`src/rtl/mdu_pkg.sv`:
```
// Shared definitions for the multiply/divide unit. The control unit imports
// this package too: the op encodings and FSM states are common to both.
package mdu_pkg;

   localparam logic [1:0] OP_MULT  = 2'b00;
   localparam logic [1:0] OP_MULTU = 2'b01;
   localparam logic [1:0] OP_DIV   = 2'b10;
   localparam logic [1:0] OP_DIVU  = 2'b11;

   typedef enum logic [2:0] {
      S_IDLE = 3'd0,
      S_LOAD = 3'd1,
      S_RUN  = 3'd2,
      S_FIX  = 3'd3,
      S_DZ   = 3'd4
   } state_t;

   // True for DIV and DIVU.
   function automatic logic op_is_div(input logic [1:0] op);
      return (op == OP_DIV) || (op == OP_DIVU);
   endfunction

   // True for the two's-complement variants (MULT and DIV).
   function automatic logic op_is_signed(input logic [1:0] op);
      return (op == OP_MULT) || (op == OP_DIV);
   endfunction

endpackage

```
`src/rtl/mdu_cneg.sv`:
```
// Conditional two's-complement negator. It turns operands into magnitudes
// and puts the sign back on results.
module mdu_cneg #(
   parameter int WIDTH = 32
) (
   input  logic [WIDTH-1:0] val_i,
   input  logic             neg_i,
   output logic [WIDTH-1:0] val_o
);

   // Pass the value through, or invert it and add one.
   always_comb begin
      if (neg_i) begin
         val_o = (~val_i) + {{(WIDTH-1){1'b0}}, 1'b1};
      end else begin
         val_o = val_i;
      end
   end

endmodule

```
`src/rtl/mult_div_unit.sv`:
```
// Iterative multiply/divide unit. It owns HI/LO, handles one bit per cycle
// and handshakes through start/busy/done. All outputs are registered.
module mult_div_unit
   import mdu_pkg::*;
#(
   parameter int WIDTH = 32
) (
   input  logic             clock,
   input  logic             reset,
   input  logic             start,
   input  logic [1:0]       op,
   input  logic [WIDTH-1:0] op_a,
   input  logic [WIDTH-1:0] op_b,
   output logic             busy,
   output logic             done,
   output logic             div_zero,
   output logic [WIDTH-1:0] hi,
   output logic [WIDTH-1:0] lo
);

   localparam int CNT_W = $clog2(WIDTH) + 1;

   state_t                 state_q, state_d;
   logic [1:0]             op_q, op_d;
   logic [WIDTH-1:0]       a_q, a_d;        // multiplicand / dividend (magnitude after LOAD)
   logic [WIDTH-1:0]       b_q, b_d;        // multiplier (shifted out) / divisor
   logic [2*WIDTH-1:0]     acc_q, acc_d;    // product, or {remainder, quotient}
   logic [CNT_W-1:0]       cnt_q, cnt_d;
   logic                   neg_res_q, neg_res_d;  // product / quotient sign
   logic                   neg_rem_q, neg_rem_d;  // remainder follows the dividend
   logic                   busy_q, busy_d;
   logic                   done_q, done_d;
   logic                   dz_q, dz_d;
   logic [WIDTH-1:0]       hi_q, hi_d;
   logic [WIDTH-1:0]       lo_q, lo_d;

   logic                   a_neg_s, b_neg_s;
   logic [WIDTH-1:0]       a_mag_s, b_mag_s;
   logic [2*WIDTH-1:0]     prod_s;
   logic [WIDTH-1:0]       quo_s, rem_s;
   logic [WIDTH:0]         add_s;
   logic [WIDTH:0]         trial_s;
   logic [2*WIDTH-1:0]     mul_acc_s, div_acc_s;

   assign a_neg_s = op_is_signed(op_q) & a_q[WIDTH-1];
   assign b_neg_s = op_is_signed(op_q) & b_q[WIDTH-1];

   mdu_cneg #(.WIDTH(WIDTH)) u_neg_a (.val_i(a_q), .neg_i(a_neg_s), .val_o(a_mag_s));
   mdu_cneg #(.WIDTH(WIDTH)) u_neg_b (.val_i(b_q), .neg_i(b_neg_s), .val_o(b_mag_s));
   mdu_cneg #(.WIDTH(2*WIDTH)) u_neg_prod (.val_i(acc_q), .neg_i(neg_res_q), .val_o(prod_s));
   mdu_cneg #(.WIDTH(WIDTH)) u_neg_quo (.val_i(acc_q[WIDTH-1:0]), .neg_i(neg_res_q), .val_o(quo_s));
   mdu_cneg #(.WIDTH(WIDTH)) u_neg_rem (.val_i(acc_q[2*WIDTH-1:WIDTH]), .neg_i(neg_rem_q), .val_o(rem_s));

   // One iteration of each algorithm: shift-add multiply, restoring divide.
   always_comb begin
      if (b_q[0]) begin
         add_s = {1'b0, acc_q[2*WIDTH-1:WIDTH]} + {1'b0, a_q};
      end else begin
         add_s = {1'b0, acc_q[2*WIDTH-1:WIDTH]};
      end
      mul_acc_s = {add_s, acc_q[WIDTH-1:1]};

      trial_s = acc_q[2*WIDTH-1:WIDTH-1] - {1'b0, b_q};
      if (!trial_s[WIDTH]) begin
         div_acc_s = {trial_s[WIDTH-1:0], acc_q[WIDTH-2:0], 1'b1};
      end else begin
         div_acc_s = {acc_q[2*WIDTH-2:0], 1'b0};
      end
   end

   // Next-state and datapath updates for every FSM state.
   always_comb begin
      state_d   = state_q;
      op_d      = op_q;
      a_d       = a_q;
      b_d       = b_q;
      acc_d     = acc_q;
      cnt_d     = cnt_q;
      neg_res_d = neg_res_q;
      neg_rem_d = neg_rem_q;
      hi_d      = hi_q;
      lo_d      = lo_q;
      done_d    = 1'b0;
      dz_d      = 1'b0;

      case (state_q)
         S_IDLE: begin
            if (start) begin
               op_d = op;
               a_d  = op_a;
               b_d  = op_b;
               if (op_is_div(op) && (op_b == {WIDTH{1'b0}})) begin
                  state_d = S_DZ;
               end else begin
                  state_d = S_LOAD;
               end
            end else begin
               state_d = S_IDLE;
            end
         end
         S_LOAD: begin
            a_d       = a_mag_s;
            b_d       = b_mag_s;
            neg_res_d = a_neg_s ^ b_neg_s;
            neg_rem_d = a_neg_s;
            cnt_d     = CNT_W'(WIDTH);
            if (op_is_div(op_q)) begin
               acc_d = {{WIDTH{1'b0}}, a_mag_s};
            end else begin
               acc_d = {(2*WIDTH){1'b0}};
            end
            state_d = S_RUN;
         end
         S_RUN: begin
            if (op_is_div(op_q)) begin
               acc_d = div_acc_s;
            end else begin
               acc_d = mul_acc_s;
               b_d   = {1'b0, b_q[WIDTH-1:1]};
            end
            cnt_d = cnt_q - CNT_W'(1);
            if (cnt_q == CNT_W'(1)) begin
               state_d = S_FIX;
            end else begin
               state_d = S_RUN;
            end
         end
         S_FIX: begin
            if (op_is_div(op_q)) begin
               hi_d = rem_s;
               lo_d = quo_s;
            end else begin
               hi_d = prod_s[2*WIDTH-1:WIDTH];
               lo_d = prod_s[WIDTH-1:0];
            end
            done_d  = 1'b1;
            state_d = S_IDLE;
         end
         S_DZ: begin
            done_d  = 1'b1;
            dz_d    = 1'b1;
            state_d = S_IDLE;
         end
         default: begin
            state_d = S_IDLE;
         end
      endcase

      busy_d = (state_d != S_IDLE);
   end

   // All FSM and datapath state. A synchronous reset aborts any operation.
   always_ff @(posedge clock) begin
      if (!reset) begin
         state_q   <= S_IDLE;
         op_q      <= 2'b00;
         a_q       <= {WIDTH{1'b0}};
         b_q       <= {WIDTH{1'b0}};
         acc_q     <= {(2*WIDTH){1'b0}};
         cnt_q     <= {CNT_W{1'b0}};
         neg_res_q <= 1'b0;
         neg_rem_q <= 1'b0;
         busy_q    <= 1'b0;
         done_q    <= 1'b0;
         dz_q      <= 1'b0;
         hi_q      <= {WIDTH{1'b0}};
         lo_q      <= {WIDTH{1'b0}};
      end else begin
         state_q   <= state_d;
         op_q      <= op_d;
         a_q       <= a_d;
         b_q       <= b_d;
         acc_q     <= acc_d;
         cnt_q     <= cnt_d;
         neg_res_q <= neg_res_d;
         neg_rem_q <= neg_rem_d;
         busy_q    <= busy_d;
         done_q    <= done_d;
         dz_q      <= dz_d;
         hi_q      <= hi_d;
         lo_q      <= lo_d;
      end
   end

   assign busy     = busy_q;
   assign done     = done_q;
   assign div_zero = dz_q;
   assign hi       = hi_q;
   assign lo       = lo_q;

endmodule

```
`config.mk`:
```
export PLATFORM = sky130hd
export DESIGN_NAME = mult_div_unit
export DESIGN_NICKNAME = d
export VERILOG_FILES = /design/src/rtl/mdu_pkg.sv /design/src/rtl/mdu_cneg.sv /design/src/rtl/mult_div_unit.sv
export SDC_FILE = /design/constraint.sdc
export NUM_CORES = 1
export LEC_CHECK = 0
export ABC_CLOCK_PERIOD_IN_PS = 4000
export BUFFER_PORTS_ARGS = -buffer_cell sky130_fd_sc_hd__buf_4
export CAP_MARGIN = 10
export CORE_MARGIN = 5
export CORE_UTILIZATION = 35
export DETAILED_ROUTE_END_ITERATION = 8
export GPL_TIMING_DRIVEN = 0
export HOLD_SLACK_MARGIN = 0.15
export SKIP_CTS_REPAIR_TIMING = 1
export SYNTH_ARGS = -nofsm -noshare
export SYNTH_HDL_FRONTEND = slang
export SYNTH_SLANG_ARGS = --single-unit
export TNS_END_PERCENT = 100
```
`constraint.sdc`:
```
create_clock -name clock -period 4 [get_ports clock]
set_input_delay 0.2 -clock clock [delete_from_list [all_inputs] [get_ports clock]]
set_output_delay 0.2 -clock clock [all_outputs]
set_load 0.02 [all_outputs]
```
==> impl_results.md <==
* Average size of a mapped cell at 7.45 um^2
* Global-route wire length before repair at 99300 um
* Distinct cells, synth at between 90 and 100
* Slew @ Worst Pin at roughly 1 ns
* Root Driver: clkbuf_16
* #FFs+latches synth at about 210
* Ys flop type: dfxtp_1
* Switching Share at 0.364
* Initial Util at 0.355
* Max VDD drop at approximately 0.33 mV
* Fin. Hold Viols at 0
* DP Cell Count at 2846
* GRT overflow at 0
* WHS at about 0.12 ns
* Final ANT Viol Nets at 0
* Chip Width at 222 um
* CP Class: reg2reg
* Number of antenna violations at the first check in global routing at 1
* Unrepaired setup endpoints after global routing: no
* F_max at 264 MHz
* Worst-path maximum fanout at 10
* Via count at between 15000 and 20000
* Synthesized cell area at about 16000 um^2
* Top-Level Pins at 136
* Gate Count Post-Synth at 2119
* Final worst-path cycle share at 0.946
* Placement Setup Slack at -0.436 ns
* FF/Latch Area at 4170 um^2
* Worst min path class: in2reg
* Layout area overhead at 20.8%
* Clock H-tree levels at 1
* Core ar. at 44400 um^2
* Inserted Clock Buffers at 25
* Final setup vio count at 0
* Flop pwr share at 0.333
* Chip height at 222 um
* DRT Pass-1 Iters at 9
* Gate power share at 0.312
* Drt wl/cell at ~23 um
* Min cycle time layout at approximately 3.8 ns
* Sum Neg Setup Slack at 0 ns
* Clock Skew at 0.0174 ns
* CTS tree: built
* Max-cap viol count at 0
* Clk pin slew, worst setup/hold paths at 0.07 ns
* Top post-synthesis cells by area: dfxtp_1 (26%), nor2_1 (6.0%), ha_1 (5.5%), a21oi_1 (5.1%), nand2_1 (4.9%)
* Synth top area share at 0.264
* Synth area leader: dfxtp_1
* Internal power at 0.00450 W
* Gr usage total at 0.254
* Vias per cell at 5.97
* Min-delay src: op_b[14]
* Vias in the first global route at 16564
* DRC violations left at 0
* Outcome: finished, final reports clean
* CTS sink cnt at 208
* Slew HR at 0.327
* Sequential-to-total area share from yosys stat at 0.264
* Diodes inserted at 0
* Nets at 2483
* Critical path origin: acc_q[31]$_SDFFE_PN0N_
* Pin count of the biggest net entering global routing at 14
* Placed instance area at 17500 um^2
* WL final at 67000 um
* Net count after synthesis at 2260
* Port-buffer cells at 135
* Leakage at 7.55 nW
* Worst reg2reg path startpoint: acc_q[31]$_SDFFE_PN0N_
* Synth warn at 0
* Post-synth ARST share at 0
* Gp weighted congestion at between 0.9 and 1
* Non-Filler Instances at between 2000 and 3000
* Die Area at roughly 49000 um^2
* Net switching power at ~0.0026 W
* Row count at just under 80
* Design area at 19100 um^2
* Worst Path Arrival at 4.24 ns
* CTS max path bufs at 3
* Crit start category: register
* Final Worst Setup Slack at 0.218 ns
* CP endpoint kind: register
* Post-synth EDFFs at 0
* Clk pwr share at 0.354
* 1st-iter DRT viols at slightly below 2000
* Area of the multi-input gates at 10800 um^2
* CP Data Required Time at 4.45 ns
* Number of fill cells at 4635
* Half-perimeter wire length after placement at 52400 um
* PwrDens at around 370 nW/um^2
* Final Max Tran Viols at 0
* Clock Latency Late Sink at 0.56 ns
* Layout cells sized above 1 at 0.104
[cells in the final DEF (no fill, tap or decap), types with 12 or more instances in the layout]
| cell | count |
|---|---|
| a222oi_1 | 32 |
| a21oi_1 | 162 |
| dfxtp_1 | 206 |
| buf_1 | 12 |
| a21o_1 | 32 |
| and2_1 | 12 |
| xnor2_1 | 71 |
| clkbuf_1 | 139 |
| nand2b_1 | 27 |
| nor2_1 | 251 |
| a31oi_1 | 31 |
| o21ai_1 | 22 |
| a311oi_1 | 16 |
| o211ai_1 | 14 |
| nand2_1 | 207 |
| clkbuf_16 | 25 |
| buf_4 | 136 |
| dlygate4sd3_1 | 62 |
| nand3_1 | 33 |
| and3_1 | 16 |
| a221oi_1 | 13 |
| mux2i_1 | 29 |
| a221o_1 | 13 |
| nor3_1 | 53 |
| a22oi_1 | 27 |
| xor2_1 | 68 |
| mux2_2 | 26 |
| nor4_1 | 28 |
| or3_1 | 26 |
| nand4_1 | 18 |
| inv_1 | 62 |
| o21a_1 | 14 |
| o22ai_1 | 15 |
| ha_1 | 70 |
| o21ai_0 | 139 |
| a211oi_1 | 60 |
| o31ai_1 | 20 |
[registers in the layout, summed over array words and instances (netlist names)]
register   flops
a_q           32
acc_q         64
b_q           32
busy           1
cnt_q          6
div_zero       1
done           1
hi            32
lo            32
neg_rem_q      1
neg_res_q      1
op_q           2
state_q        3
[layer usage]
layer,track usage,wire (um),part of all wire,vias to the layer above
met5,0,0,0,-
met4,0.118,3540,0.053,0
met3,0.0424,5980,0.089,156
met2,0.403,29600,0.44,909
met1,0.337,27900,0.42,8316
li1,-,-,-,8254
[power by group through the flow]
stage | clock network (W) | registers, W | logic, W
floorplan | 0 | 0.00234 | 0.00145
global placement | 0 | 0.00240 | 0.00208
detailed placement | 0 | 0.00240 | 0.00210
CTS | 0.00252 | 0.00235 | 0.00211
global route | 0.00260 | 0.00237 | 0.00240
finish | 0.00251 | 0.00236 | 0.00221
[cell type report]
| class | count | area share |
|---|---|---|
| repair buffers | 197 | 0.0857 |
| clock inverters | 12 | 0.00905 |
| clock buffers | 33 | 0.0375 |
| multi-input cells | 1694 | 0.567 |
| inverters | 63 | 0.0124 |
| plain buffers | 153 | 0.0306 |
| flip-flops and latches | 208 | 0.218 |
| well taps | 592 | 0.0388 |
[path summary, 6_finish.rpt]
path                             to  slack (ns)  cells past startpoint
max          acc_q[40]$_SDFFE_PN0N_        0.22                     13
min            b_q[14]$_SDFFE_PN0P_        0.12                      4
max reg2reg  acc_q[40]$_SDFFE_PN0N_        0.22                     13
min reg2reg     hi[10]$_SDFFE_PN0N_        0.46                      2
[cell usage after synthesis (18+ instances only)]
master / number
nand4_1: 18
clkbuf_1: 138
nor3_1: 53
nor4_1: 29
a31oi_1: 31
dfxtp_1: 208
o31ai_1: 20
nand2b_1: 27
a22oi_1: 27
or3_1: 26
o21ai_0: 139
xor2_1: 68
mux2_2: 26
a21oi_1: 162
ha_1: 70
a21o_1: 32
nand3_1: 33
nor2_1: 251
a222oi_1: 32
a211oi_1: 60
o21ai_1: 22
mux2i_1: 29
xnor2_1: 71
inv_1: 62
nand2_1: 207
[critical path: stages (launching register included)]
cell      delay (ns)
dfxtp_1         0.42
inv_1           0.18
ha_1            0.27
fa_1            0.38
nand2b_1        0.19
a21oi_1         0.30
o21ai_1         0.20
o21ai_1         0.24
o21ai_1         0.18
and3_1          0.25
nor3_4          0.36
buf_2           0.31
o211ai_1        0.16
a22o_1          0.24
[cells by family (layout without fill, tap and decap cells)]
family / after synthesis / count (layout) / share of synthesized area
muxes: 56 / 56 / 0.0377
buffers and inverters: 217 / 458 / 0.0521
DFF: 208 / 208 / 0.264
adders and majority gates: 72 / 72 / 0.0580
and+or+nand+nor: 740 / 740 / 0.221
xor gates and xnor gates: 139 / 139 / 0.0771
AOI/OAI and AO/OA: 687 / 687 / 0.290
[metrics by stage]
step / util / total power [W]
after floorplan: - / 0.00379
after global placement: 0.395 / 0.00447
after detailed placement: 0.395 / 0.00450
after CTS: 0.415 / 0.00698
after global routing: 0.429 / 0.00736
final: 0.429 / 0.00708
Note: power is estimated with default switching activity, not from simulation.
